**config.mk**
```make
export PLATFORM = sky130hd
export DESIGN_NAME = char_scroll_display
export DESIGN_NICKNAME = d
export VERILOG_FILES = /design/src/rtl/disp_pkg.sv /design/src/rtl/char_7seg_dec.sv /design/src/rtl/char_scroll_display.sv
export SDC_FILE = /design/constraint.sdc
export NUM_CORES = 1
export LEC_CHECK = 0
export ABC_AREA = 0
export CAP_MARGIN = 25
export CORE_MARGIN = 2
export CORE_UTILIZATION = 45
export DETAILED_ROUTE_END_ITERATION = 10
export GPL_TIMING_DRIVEN = 1
export PLACE_DENSITY = 0.69
export SLEW_MARGIN = 10
export SYNTH_ARGS = -nofsm -noshare
export SYNTH_HDL_FRONTEND = slang
export SYNTH_HIERARCHICAL = 1
export SYNTH_SLANG_ARGS = --single-unit
```
**constraint.sdc**
```tcl
create_clock -name fr_CLK -period 5.3 [get_ports fr_CLK]
set_input_delay 0.795 -clock fr_CLK [delete_from_list [all_inputs] [get_ports fr_CLK]]
set_output_delay 0.795 -clock fr_CLK [all_outputs]
set_load 0.01 [all_outputs]
```
**src/rtl/disp_pkg.sv**
```systemverilog
// Shared constants for the character scroll display: active-low segment patterns
// (bit7 = DP) and the scroll mode encodings.
package disp_pkg;

  localparam logic [7:0] SEG_BLANK = 8'hFF;
  localparam logic [7:0] SEG_0     = 8'hC0;
  localparam logic [7:0] SEG_1     = 8'hF9;
  localparam logic [7:0] SEG_D     = 8'hA1;
  localparam logic [7:0] SEG_E     = 8'h86;

  typedef enum logic [1:0] {
    MODE_MAN   = 2'b00,
    MODE_LEFT  = 2'b01,
    MODE_RIGHT = 2'b10,
    MODE_HOLD  = 2'b11
  } mode_e;

  function automatic logic is_auto(input logic [1:0] mode);
    return (mode == MODE_LEFT) || (mode == MODE_RIGHT);
  endfunction

endpackage

```
**src/rtl/char_7seg_dec.sv**
```systemverilog
// Combinational character-code to 7-segment decoder with a forced-blank input.
module char_7seg_dec
  import disp_pkg::*;
#(
  parameter int CHAR_W = 2
) (
  input  logic [CHAR_W-1:0] i_code,
  input  logic              i_blank,
  output logic [7:0]        o_seg
);

  // code to segment lookup; codes above 3 have no glyph
  always_comb begin
    o_seg = SEG_BLANK;
    if (i_blank) begin
      o_seg = SEG_BLANK;
    end else begin
      case (i_code)
        CHAR_W'(0): o_seg = SEG_D;
        CHAR_W'(1): o_seg = SEG_E;
        CHAR_W'(2): o_seg = SEG_1;
        CHAR_W'(3): o_seg = SEG_0;
        default:    o_seg = SEG_BLANK;
      endcase
    end
  end

endmodule

```
**src/rtl/char_scroll_display.sv**
```systemverilog
// Latches N_DIGITS character codes and rotates them across the 7-segment digits,
// either by a manual offset or by a timed left/right scroll with hold.
module char_scroll_display
  import disp_pkg::*;
#(
  parameter int N_DIGITS = 4,
  parameter int CHAR_W   = 2,
  parameter int TICK_DIV = 50_000_000,
  localparam int OFF_W   = $clog2(N_DIGITS)
) (
  input  logic                       fr_CLK,
  input  logic                       fr_RST_N,
  input  logic [N_DIGITS*CHAR_W-1:0] fr_chars,
  input  logic                       fr_load,
  input  logic [1:0]                 fr_mode,
  input  logic [OFF_W-1:0]           fr_sel,
  output logic [N_DIGITS*8-1:0]      to_HEX,
  output logic [OFF_W-1:0]           to_offset,
  output logic                       to_tick
);

  localparam int PW = $clog2(TICK_DIV);
  localparam logic [OFF_W-1:0] LAST_OFF = OFF_W'(N_DIGITS - 1);

  logic [N_DIGITS*CHAR_W-1:0] r_chars;
  logic                       r_valid;
  logic [PW-1:0]              r_presc;
  logic [PW-1:0]              w_presc_nxt;
  logic [OFF_W-1:0]           r_offset;
  logic [OFF_W-1:0]           w_offset_nxt;
  logic                       r_tick;
  logic                       w_step;
  logic [N_DIGITS*8-1:0]      r_hex;
  logic [N_DIGITS*8-1:0]      w_hex;

  // prescaler advance and per-mode offset update
  always_comb begin
    w_presc_nxt  = '0;
    w_step       = 1'b0;
    w_offset_nxt = r_offset;
    if (is_auto(fr_mode)) begin
      if (r_presc == PW'(TICK_DIV - 1)) begin
        w_presc_nxt = '0;
        w_step      = 1'b1;
      end else begin
        w_presc_nxt = r_presc + PW'(1);
      end
    end else begin
      w_presc_nxt = '0;
    end
    case (mode_e'(fr_mode))
      MODE_MAN: begin
        if ({1'b0, fr_sel} < (OFF_W+1)'(N_DIGITS)) w_offset_nxt = fr_sel;
        else w_offset_nxt = r_offset;
      end
      MODE_LEFT: begin
        if (w_step) w_offset_nxt = (r_offset == LAST_OFF) ? '0 : r_offset + OFF_W'(1);
        else w_offset_nxt = r_offset;
      end
      MODE_RIGHT: begin
        if (w_step) w_offset_nxt = (r_offset == '0) ? LAST_OFF : r_offset - OFF_W'(1);
        else w_offset_nxt = r_offset;
      end
      default: w_offset_nxt = r_offset;
    endcase
  end

  for (genvar i = 0; i < N_DIGITS; i++) begin : g_dig
    logic [OFF_W:0]      w_sum;
    logic [OFF_W:0]      w_idx;
    logic [CHAR_W-1:0]   w_code;
    logic [7:0]          w_seg;

    // digit i shows char[(i - offset) mod N_DIGITS]; offset never exceeds N_DIGITS-1
    always_comb begin
      w_sum = (OFF_W+1)'(i + N_DIGITS) - {1'b0, r_offset};
      if (w_sum >= (OFF_W+1)'(N_DIGITS)) w_idx = w_sum - (OFF_W+1)'(N_DIGITS);
      else w_idx = w_sum;
      w_code = r_chars[int'(w_idx)*CHAR_W +: CHAR_W];
    end

    char_7seg_dec #(.CHAR_W(CHAR_W)) u_dec (
      .i_code  (w_code),
      .i_blank (!r_valid),
      .o_seg   (w_seg)
    );

    assign w_hex[i*8 +: 8] = w_seg;
  end

  // character register and valid flag
  always_ff @(posedge fr_CLK or negedge fr_RST_N) begin
    if (!fr_RST_N) begin
      r_chars <= '0;
      r_valid <= 1'b0;
    end else if (fr_load) begin
      r_chars <= fr_chars;
      r_valid <= 1'b1;
    end
  end

  // scroll state and registered outputs
  always_ff @(posedge fr_CLK or negedge fr_RST_N) begin
    if (!fr_RST_N) begin
      r_presc  <= '0;
      r_offset <= '0;
      r_tick   <= 1'b0;
      r_hex    <= '1;
    end else begin
      r_presc  <= w_presc_nxt;
      r_offset <= w_offset_nxt;
      r_tick   <= w_step;
      r_hex    <= w_hex;
    end
  end

  assign to_HEX    = r_hex;
  assign to_offset = r_offset;
  assign to_tick   = r_tick;

endmodule

```
=== Word-level counts from Yosys, hierarchy flattened ===
Index checks and enable logic that the tools add are counted.

* Register bits: 70

* $add $sub $neg: 11
* Magnitude comparators: 4
* Eq/ne operators: 18
* Shift-type cells: 4
* Muxes and demuxes: 21
* Reduce and logical (&&, ||, !) cells: 9

{| class="wikitable"
|+ Operator list
! operator !! count
|-
| $pmux W8 S4 || 4
|-
| $mux W26 || 2
|-
| $mux W8 || 4
|-
| $shiftx A8 B5 Y2 || 4
|-
| $add A26 B1 Y26 const B || 1
|-
| $eq A26 B26 Y1 const B || 1
|-
| $eq A2 B2 Y1 const B || 10
|-
| $ge A3 B3 Y1 const B || 4
|-
| $logic_not A2 Y1 || 6
|-
| $mux W3 || 4
|-
| $sub A3 B2 Y3 const A || 4
|-
| $sub A3 B3 Y3 const B || 4
|-
| $eq A2 B1 Y1 const B || 5
|-
| $mux W2 || 4
|-
| $pmux W2 S3 || 1
|-
| $ne A2 B2 Y1 const B || 2
|-
| $reduce_and A3 Y1 || 1
|-
| $reduce_bool A3 Y1 || 1
|-
| $add A2 B1 Y2 const B || 1
|-
| $mux W1 || 2
|-
| $sub A2 B1 Y2 const B || 1
|-
| $logic_or A1 B1 Y1 || 1
|}

=== Depth between registers and ports, before layout ===
* Depth after elaboration: 7
* Gate-level depth with buffers: 8

=== By module ===
Netlist, hierarchy kept.

{| class="wikitable"
|+ By module, submodules not included
! module !! times used !! cells each !! area an instance (µm²)
|-
| char_scroll_display || 1 || 230 || 2927.8
|-
| char_7seg_dec || 4 || 10 || 65.1
|}

=== Worst setup path before layout ===
Ideal clock, no wire load.

* Kind: register -> register
* Start point: register r_offset[0] (netlist: to_offset[0])
* End point: register r_hex[20] (netlist: to_HEX[20])
* Library setup time: 74 ps
* Arrival: 2217 ps
* Slack: 3009 ps
* Stages on the path, launching flop included: 8
* Path buffers: 2
* Period minus slack after synthesis: 2291 ps
* Cells stage by stage: dfrtp_1 > buf_1 > inv_1 > ha_1 > mux4_2 > inv_1 > o21bai_1 > buf_4

* Cells in the longest elaborated chain, start to end: 7
* Elaborated cells between the ends (all ways): 11
* Classes of those cells: add/sub (2); order compare (1); eq/ne (3); shift (1); mux (3); reduce/logical (1)

{| class="wikitable"
|+ Ends and longest elaborated chain
! element !! RTL line !! RTL
|-
| from (decl) || char_scroll_display.sv:29 || <nowiki>logic [OFF_W-1:0] r_offset;</nowiki>
|-
| from (signal assigned) || char_scroll_display.sv:111 || <nowiki>r_offset <= w_offset_nxt;</nowiki>
|-
| $sub A3 B2 Y3 * || char_scroll_display.sv:76 || <nowiki>w_sum = (OFF_W+1)'(i + N_DIGITS) - {1'b0, r_offset};</nowiki>
|-
| $sub A3 B3 Y3 or $ge A3 B3 Y1 (tied branches) || char_scroll_display.sv:77 || <nowiki>if (w_sum >= (OFF_W+1)'(N_DIGITS)) w_idx = w_sum - (OFF_W+1)'(N_DIGITS);</nowiki>
|-
| $mux W3 * || char_scroll_display.sv:77 ||
|-
| $shiftx A8 B5 Y2 * || char_scroll_display.sv:79 || <nowiki>w_code = r_chars[int'(w_idx)*CHAR_W +: CHAR_W];</nowiki>
|-
| named net g_dig[2].w_code[1] || char_scroll_display.sv:71 || <nowiki>logic [CHAR_W-1:0] w_code;</nowiki>
|-
| $eq A2 B2 Y1 (tied with other cells) || char_7seg_dec.sv:18 || <nowiki>case (i_code)</nowiki>
|-
| $pmux W8 S4 * || char_7seg_dec.sv:18 ||
|-
| $mux W8 * || char_7seg_dec.sv:15 || <nowiki>if (i_blank) begin</nowiki>
|-
| named net g_dig[2].w_seg[4] || char_scroll_display.sv:72 || <nowiki>logic [7:0] w_seg;</nowiki>
|-
| to (signal assigned) || char_scroll_display.sv:113 || <nowiki>r_hex <= w_hex;</nowiki>
|-
| to (decl) || char_scroll_display.sv:33 || <nowiki>logic [N_DIGITS*8-1:0] r_hex;</nowiki>
|}

The timed path passes the listed nets; every way through them passes the cells marked *. The select of a mux whose other input is x is not followed.
A chain may end at the register's enable or synchronous reset.

=== Final worst setup path ===
* Start point: register r_presc[16]
* End point: register r_presc[9]

* Cells in the longest elaborated chain, start to end: 3

{| class="wikitable"
|+ Ends and longest elaborated chain
! element !! RTL line !! RTL
|-
| from (decl) || char_scroll_display.sv:27 || <nowiki>logic [PW-1:0] r_presc;</nowiki>
|-
| from (signal assigned) || char_scroll_display.sv:110 || <nowiki>r_presc <= w_presc_nxt;</nowiki>
|-
| $eq A26 B26 Y1 || char_scroll_display.sv:42 || <nowiki>if (r_presc == PW'(TICK_DIV - 1)) begin</nowiki>
|-
| $mux W26 || char_scroll_display.sv:42 ||
|-
| $mux W26 || char_scroll_display.sv:41 || <nowiki>if (is_auto(fr_mode)) begin</nowiki>
|-
| named net w_presc_nxt[9] || char_scroll_display.sv:28 || <nowiki>logic [PW-1:0] w_presc_nxt;</nowiki>
|}

The timed path passes the listed nets, and every way through them passes these cells.

==> qor.csv <==
stage,metric,value,unit
clock_tree,cts_tree,built,
sta,fin_skew,0.00803,ns
setup_path,start_kind,flip-flop,
min_path,hold_class,reg2reg,
route,via_count,1988,
global_route,overflow,0,
finish,layout_common_cells,"clkdlybuf4s50_1 (48), dfrtp_1 (38), nor2_1 (32), dfstp_2 (32)",
route,wl_met3,196,µm
placement,place_inst,394,
setup_path,crit_fanout,25,
synthesis,seq_area_frac_synth,56.2,%
sta,rsz0062_at_grt,no,
route,drt_iter0_drc,81,
min_path,hold_depth,1,
setup_path,critical_path_class,reg2reg,
placement,place_hpwl,3.74,mm
clock_tree,numCtsBuffers,9,
sta,worst_slack,2.58,ns
floorplan,pin_count,50,
synthesis,syn_area_per_cell,11.8,µm²
route,drc_errors,0,
route,via_per_inst,4.85,
floorplan,dieArea,7770,µm²
sta,hold_violations,0,
setup_path,r2r_start,r_presc[16],
finish,area_growth_syn_to_layout,20.3,%
global_route,grt_pass1_vias,1909,
global_route,grtUsageTotal,15.1,%
finish,num_antenna_cells,0,
clock_tree,post_cts_buffers,0,
finish,final_nets,331,
setup_path,r2r_end,r_presc[9],
finish,drive_gt1_share,21.3,%
sta,slew_violations,0,
floorplan,initial_utilization,46.7,%
pwr,p_leak,1.60,nW
setup_path,worstPathArrival,2.90,ns
placement,numPortBuffers,49,
sta,fmax,0.368,GHz
clock_tree,cts.htree.levels,3,
global_route,antenna_found_initial,0,
pwr,ir_worst_vdd,193,µV
route,met2_length,2.50,mm
clock_tree,cts_root_buf,clkbuf_8,
route,wirelength,5.36,mm
setup_path,slowest_stage,or2_1,
setup_path,reg2regPathDepth,5,
setup_path,max_stage_delay,0.71,ns
setup_path,crit_path_frequent_cell,or4_1,
placement,pre_cts_ws,2.55,ns
route,maxUsedRoutingLayer,met4,
floorplan,fp.dieH,88.2,µm
floorplan,num_rows,30,
clock_tree,clkTransAtPathRegs,0.08,ns
sta,max_slew.worst_pin.slew,0.840,ns
sta,slew_headroom,44.0,%
pwr,powerDensity,425,nW/µm²
clock_tree,cts_hold_buf,0,
route,drt-met1-wl,2.57,mm
synthesis,synth_cells,270,
synthesis,yosysUniqueCellTypes,37,
finish,seqCellArea,1790,µm²
finish,fin_cells,410,
min_path,min_from,r_valid,
run_status,status,"complete, no violations",
finish,multi_input_area,1190,µm²
sta,whs,0.480,ns
synthesis,synth_seq_cells,70,
global_route,grt_start_max_net_pins,71,
route,firstDrtPassIters,5,
setup_path,critical_path.top_delay_family,simple AND/OR/NAND/NOR gates,
clock_tree,insertion_delay,0.34,ns
setup_path,critPathRequiredTime,5.48,ns
clock_tree,post_cts_resized,0,
placement,routabilityCongestion,0.769,
setup_path,r2r_slack,2.58,ns
route,antenna_left,0,
floorplan,fp.dieW,88.2,µm
synthesis,synth_fp_nets,292,
synthesis,netlist_area,3190,µm²
global_route,grt_pass1_wl,8.94,mm
sta,setup_tns,0,ns
min_path,hold_end,r_valid,
setup_path,endpoint_kind,flip-flop,
floorplan,coreArea,6830,µm²
run,drv_cap,0,
finish,fillCellCount,597,
sta,fin_crit,2.72,ns
clock_tree,clk_path_buf_depth,2,
setup_path,crit_buf_inv,0,
pwr,power.total,1.63,mW
route,post_drt_wl_per_cell,13.1,µm
finish,mostFrequentLayoutCell,clkdlybuf4s50_1,
synthesis,yosysWarningCount,6,
setup_path,path_cells,or4_1 > or4_1 > nor4_2 > or2_1 > nor2_1,
clock_tree,cts.sinks,70,
sta,fin_crit_sh,51.3,%
sta,finalSetupViolations,0,
stage by stage:
stage	area, µm²	utilization, %
floorplan	3190	-
global placement	3640	53.3
detailed placement	3640	53.3
CTS	3830	56.1
global route	3830	56.1
finish	3830	56.1
state kept, by name, indices dropped and copies added, names as in the netlist:
| name | count |
|---|---|
| to_HEX | 32 |
| r_presc | 26 |
| r_chars | 8 |
| to_offset | 2 |
| r_valid | 1 |
| to_tick | 1 |
worst register-to-register path: stages, from the launching register on:
cell and delay [ns]:
dfrtp_1 0.45, or4_1 0.53, or4_1 0.49, nor4_2 0.26
or2_1 0.71, nor2_1 0.13
routing by layer:
| layer | vias to the layer above | GRT usage (%) |
|---|---|---|
| li1 | 968 | - |
| met1 | 969 | 21.8 |
| met2 | 44 | 21.8 |
| met3 | 7 | 2.83 |
| met4 | 0 | 7.44 |
| met5 | - | 0 |
layout make-up:
| type | count | share of cell area, % |
|---|---|---|
| sequential | 70 | 46.7 |
| multi-input combinational | 165 | 30.9 |
| tap | 96 | 3.13 |
| inverter | 13 | 1.27 |
| clock inverter | 6 | 1.21 |
| clock buffer | 10 | 3.88 |
| timing repair buffer | 50 | 12.9 |
where the power goes:
group	internal (mW)	switching [mW]	leakage [nW]
combinational	0.264	0.195	0.659
clock	0.204	0.210	0.104
sequential	0.706	0.0507	0.837
total	1.17	0.456	1.60
cells by family after synthesis:
| logic type | Yosys count | share of synthesized area (%) |
|---|---|---|
| and+or+nand+nor | 93 | 14.7 |
| DFF | 70 | 56.2 |
| buffers and inverters | 35 | 6.59 |
| xor gates and xnor gates | 24 | 6.59 |
| muxes | 21 | 9.42 |
| AOI/OAI and AO/OA | 16 | 3.26 |
| adders and majority gates | 7 | 2.75 |
| other | 4 | 0.471 |
how the worst max path moves through the flow:
stage | startpoint | to | slack (ns) | cells after the start
after detailed placement | fr_mode[0] | r_presc[12] | 2.55 | 5
final | r_presc[16] | r_presc[9] | 2.58 | 5
after CTS | r_presc[16] | r_presc[9] | 2.55 | 5
after floorplan | to_offset[0] | to_HEX[20] | 3.01 | 7
after global placement | fr_mode[0] | r_presc[25] | 2.58 | 5
after global routing | r_presc[16] | r_presc[13] | 2.31 | 5
cell usage after synthesis:
library cell	instances	area share, %
conb_1	4	0.47
nor3_1	5	0.78
nor2_1	32	3.8
o21bai_1	4	0.94
and4_1	2	0.55
mux2_2	8	2.8
clkbuf_1	2	0.24
nor2b_1	1	0.20
nand4_1	6	1.2
dfstp_2	32	26
buf_6	2	0.71
dfrtp_1	38	30
and3_1	1	0.20
a2bb2oi_1	1	0.27
nor4_2	1	0.39
buf_4	17	4.0
or3_1	3	0.59
inv_1	13	1.5
nor3b_1	1	0.24
or2_1	5	0.98
or4_1	3	0.71
or2_2	1	0.20
a21oi_1	4	0.63
xnor2_1	12	3.3
o21ai_0	3	0.47
a21o_1	4	0.94
nand3b_1	1	0.24
xor2_1	12	3.3
ha_1	7	2.7
nand2b_1	4	0.78
mux4_2	6	4.2
buf_1	1	0.12
nor4_1	3	0.59
mux2_4	1	0.47
nand3_1	13	2.0
nand2_1	11	1.3
mux2i_1	6	1.9
No activity file was read; power rests on OpenSTA's default activity.
